[src/rtl/modulo_divisor_frequencia_prog.sv]
// Runtime-programmable synchronous frequency divider with square or pulse output and a tick enable.
// Divisor updates are captured by strobe and applied only at a period boundary.
module modulo_divisor_frequencia_prog #(
  parameter int WIDTH     = 20,
  parameter int DIV_RESET = 2
) (
  input  logic             clk,
  input  logic             clr,
  input  logic             enable,
  input  logic [WIDTH-1:0] div_in,
  input  logic             div_load,
  input  logic             mode,
  output logic             clk_div,
  output logic             tick,
  output logic             div_ack,
  output logic             busy,
  output logic [WIDTH-1:0] count
);

  localparam logic [WIDTH-1:0] DIV_MIN = WIDTH'(2'd2);
  localparam logic [WIDTH-1:0] ONE     = WIDTH'(1'b1);
  localparam logic [WIDTH-1:0] N_RESET = (DIV_RESET < 32'sd2) ? DIV_MIN : WIDTH'(DIV_RESET);

  function automatic logic [WIDTH-1:0] clamp_div(input logic [WIDTH-1:0] n);
    if (n < DIV_MIN) begin
      return DIV_MIN;
    end else begin
      return n;
    end
  endfunction

  logic [WIDTH-1:0] count_r, count_s;
  logic [WIDTH-1:0] n_act_r, n_act_s;
  logic [WIDTH-1:0] pend_n_r, pend_n_s;
  logic             mode_act_r, mode_act_s;
  logic             busy_r, busy_s;
  logic             div_ack_r, div_ack_s;
  logic             clk_div_r, clk_div_s;
  logic             last_s;
  logic             tick_s;
  logic [WIDTH:0]   half_s;

  assign last_s = (count_r == (n_act_r - ONE));
  assign tick_s = enable & last_s;

  // Next-state: wrap and apply on tick, otherwise count and capture pending loads.
  always_comb begin
    count_s    = count_r;
    n_act_s    = n_act_r;
    pend_n_s   = pend_n_r;
    mode_act_s = mode_act_r;
    busy_s     = busy_r;
    div_ack_s  = 1'b0;
    if (tick_s) begin
      count_s    = '0;
      mode_act_s = mode;
      if (div_load) begin
        n_act_s   = clamp_div(div_in);
        pend_n_s  = clamp_div(div_in);
        busy_s    = 1'b0;
        div_ack_s = 1'b1;
      end else if (busy_r) begin
        n_act_s   = pend_n_r;
        busy_s    = 1'b0;
        div_ack_s = 1'b1;
      end else begin
        busy_s    = 1'b0;
      end
    end else begin
      if (enable) begin
        count_s = count_r + ONE;
      end else begin
        count_s = count_r;
      end
      if (div_load) begin
        pend_n_s = clamp_div(div_in);
        busy_s   = 1'b1;
      end else begin
        pend_n_s = pend_n_r;
      end
    end
  end

  // Waveform computed from next state so the flop always matches the registered count.
  always_comb begin
    half_s = ({1'b0, n_act_s} + {{WIDTH{1'b0}}, 1'b1}) >> 1'b1;
    if (mode_act_s) begin
      clk_div_s = (count_s == (n_act_s - ONE));
    end else begin
      clk_div_s = ({1'b0, count_s} < half_s);
    end
  end

  // State registers with synchronous clear.
  always_ff @(posedge clk) begin
    if (clr) begin
      count_r    <= '0;
      n_act_r    <= N_RESET;
      pend_n_r   <= '0;
      mode_act_r <= 1'b0;
      busy_r     <= 1'b0;
      div_ack_r  <= 1'b0;
      clk_div_r  <= 1'b1;
    end else begin
      count_r    <= count_s;
      n_act_r    <= n_act_s;
      pend_n_r   <= pend_n_s;
      mode_act_r <= mode_act_s;
      busy_r     <= busy_s;
      div_ack_r  <= div_ack_s;
      clk_div_r  <= clk_div_s;
    end
  end

  assign clk_div = clk_div_r;
  assign tick    = tick_s;
  assign div_ack = div_ack_r;
  assign busy    = busy_r;
  assign count   = count_r;

endmodule

[config.mk]
export PLATFORM = sky130hd
export DESIGN_NAME = modulo_divisor_frequencia_prog
export DESIGN_NICKNAME = d
export VERILOG_FILES = /design/src/rtl/modulo_divisor_frequencia_prog.sv
export SDC_FILE = /design/constraint.sdc
export NUM_CORES = 1
export LEC_CHECK = 0
export ABC_AREA = 1
export BUFFER_PORTS_ARGS = -buffer_cell sky130_fd_sc_hd__buf_2
export CAP_MARGIN = 0
export CORE_MARGIN = 2
export CORE_UTILIZATION = 55
export CTS_CLUSTER_SIZE = 16
export DETAILED_ROUTE_END_ITERATION = 8
export PLACE_DENSITY_LB_ADDON = 0.08
export SLEW_MARGIN = 20
export SYNTH_ARGS = -nofsm -noshare
export SYNTH_HDL_FRONTEND = slang
export SYNTH_SLANG_ARGS = --single-unit
[constraint.sdc]
create_clock -name clk -period 5 [get_ports clk]
set_input_delay 0.75 -clock clk [delete_from_list [all_inputs] [get_ports clk]]
set_output_delay 0.75 -clock clk [all_outputs]
set_load 0.02 [all_outputs]
==> impl_metrics.tcl <==
set metrics [dict create \
    synth_edf_count 0 \
    fin_setup_tns_ps 0 \
    port-buffer-count 48 \
    io_pins 49 \
    synth.area.top_cells "dfxtp_1, nand2_1, nor2_1" \
    wl_met3_um 1210 \
    worstPathArrival_ps 4740 \
    ctsHtreeMaxLevel 3 \
    fin_ws_ps 514 \
    fin_cells 1108 \
    yosysWarnings 0 \
    cp_slowest_cell "dfxtp_1" \
    crit_path_end_kind "register" \
    synthCells 910 \
    place_area_um2 6020 \
    seq_area_frac_synth_pct 22.9 \
    remaining_drc_errors 0 \
    antenna_left 0 \
    rows 36 \
    final_cell_mix "nand2_1, nor2_1, inv_1" \
    place_ws_ps 295 \
    place_congestion 1.02 \
    dp_hpwl_um 13300 \
    syn_avg_cell_area_um2 6.14 \
    routed_via_density 5.42 \
    ys_seq_elements 64 \
    vias 6001 \
    clk_latency_ps 350 \
    synth.distinct_cells 46 \
    slowest_delay_ps 380 \
    cp_max_fo 21 \
    drive_above_1_share_pct 15.0 \
    grt_usage_pct 30.1 \
    first_pass_iters 5 \
    cap_violations 0 \
    drt_wl_total_um 16600 \
    cp.required_ps 5250 \
    grt_overflow_total 0 \
    clock_path_buffers 2 \
    outcome "completed" \
    start_util_pct 56.9 \
    skew_ps 9.00 \
    irDropWorstVdd_mv 0.579 \
    cts.sinks 64 \
    wl_per_cell_um 15.0 \
    power_density_nw_per_um2 815 \
    layout_commonest_cell "nand2_1" \
    worstSetupPathType "register to register" \
    max_slew_margin_pct 53.9 \
    cts_buffers 9 \
    nNetsFinal 1018 \
    hold_ws_ps 466 \
    dr_wl_met2_um 7630 \
    syn_to_final_growth_pct 12.5 \
    die_area_um2 11000 \
    chipHeight_um 105 \
    dieWidth_um 105 \
    hold_class "register to register" \
    num-fill-cells 1006 \
    antenna_found_initial 0 \
    cp-start-kind "register" \
    ys.flop_type "dfxtp_1" \
    fmax_ghz 0.223 \
    tightest_slew_ps 692 \
    final_max_slew_viol_count 0 \
    top_layer "met4" \
    clk_pin_slew_worst_paths_ps 70 \
    cts_root_buf "clkbuf_8" \
    placedCellCount 1088 \
    core_um2 9820 \
    power_mw 5.12 \
    fin_area_um2 6280 \
    grt_max_degree 64 \
    first_iter_violations 552 \
    diodes 0 \
    syn_nets 958 \
    period_share_pct 89.7 \
    synth_area_leader_cell "dfxtp_1" \
    cts_hold_buffers 0 \
    min_period_ps 4490 \
    synth_top_cell_area_share_pct 22.9 \
    utilization_pct 64.0 \
    leakagePower_nw 3.41 \
    grt_pass1_wl_um 26400 \
    met1Wirelength_um 7520 \
    finalHoldViolCount 0 \
    synth_area_um2 5590 \
    cts_tree "yes" \
    cpMostUsedCell "nand2_1" \
    finalSetupViolCount 0 \
    grt_pass1_vias 5392 \
    async_flop_share_pct 0 \
    r2r_setup_slack_ps 510 \
]
-- cell usage after synthesis, types with 4 or more instances --
cell,n
nand2_1,275
nor2_1,120
inv_1,104
dfxtp_1,64
nand3_1,64
xor2_1,43
a21oi_1,38
nand4_1,26
ha_1,23
nand2_2,15
o21ai_0,15
xnor2_1,13
clkbuf_1,12
inv_2,11
nor2_2,11
nor3_1,10
o221ai_1,8
nand3b_1,6
nor2_4,5
o21ai_1,5
nand3_2,4
-- layout make-up --
class                   instances  area (µm²)  area share (%)
clock inverters                 3        40.0           0.637
repair buffers                 66         378            6.01
clock buffers                  13         159            2.53
multi-input cells             714        3820            60.9
flip-flops and latches         64        1280            20.4
well taps                     133         166            2.65
inverters                     115         432            6.87
-- registers in the layout, indices dropped and copies added, names as in the netlist --
| register | count |
|---|---|
| clk_div | 1 |
| busy | 1 |
| pend_n_r | 20 |
| div_ack | 1 |
| count | 20 |
| n_act_r | 20 |
| mode_act_r | 1 |
-- power by group --
part	total, mW	switching (mW)	internal, mW	leakage (nW)
sequential	0.689	0.0939	0.595	0.522
clock	0.457	0.201	0.256	0.103
combinational	3.97	2.64	1.34	2.79
-- worst max-delay path, delay by kind of cell (launching register included) --
kind	cells	cell delay, ps
AO/OA/AOI/OAI	4	440
buffers and inverters	4	610
flip-flops	1	380
AND/OR/NAND/NOR	23	2640
adder cells (fa/ha/maj)	1	290
-- cell families after synthesis --
group	share of synthesized area [%]
buffers and inverters	9.18
and+or+nand+nor	43.5
DFF	22.9
AOI/OAI and AO/OA	9.45
xor gates and xnor gates	9.61
adders and majority gates	5.15
muxes	0.202
-- final timing paths --
path / startpoint / endpoint / cells past startpoint
worst min-delay path: pend_n_r[18]$_SDFFE_PP0P_ / pend_n_r[18]$_SDFFE_PP0P_ / 2
worst max register to register: n_act_r[3]$_SDFF_PP0_ / clk_div$_SDFF_PP1_ / 32
worst max-delay path: n_act_r[3]$_SDFF_PP0_ / clk_div$_SDFF_PP1_ / 32
worst min register to register: pend_n_r[18]$_SDFFE_PP0P_ / pend_n_r[18]$_SDFFE_PP0P_ / 2
-- metal layers --
layer | vias up | track usage, %
met5 | - | 0
met4 | 0 | 9.90
met3 | 23 | 3.12
met2 | 228 | 48.5
met1 | 2719 | 42.0
li1 | 3031 | -
-- repair_timing --
action                     CTS  global route
buffers inserted             0             4
setup endpoints to repair    0             1
resized for setup            0            11
(Power assumes the default switching activity.)
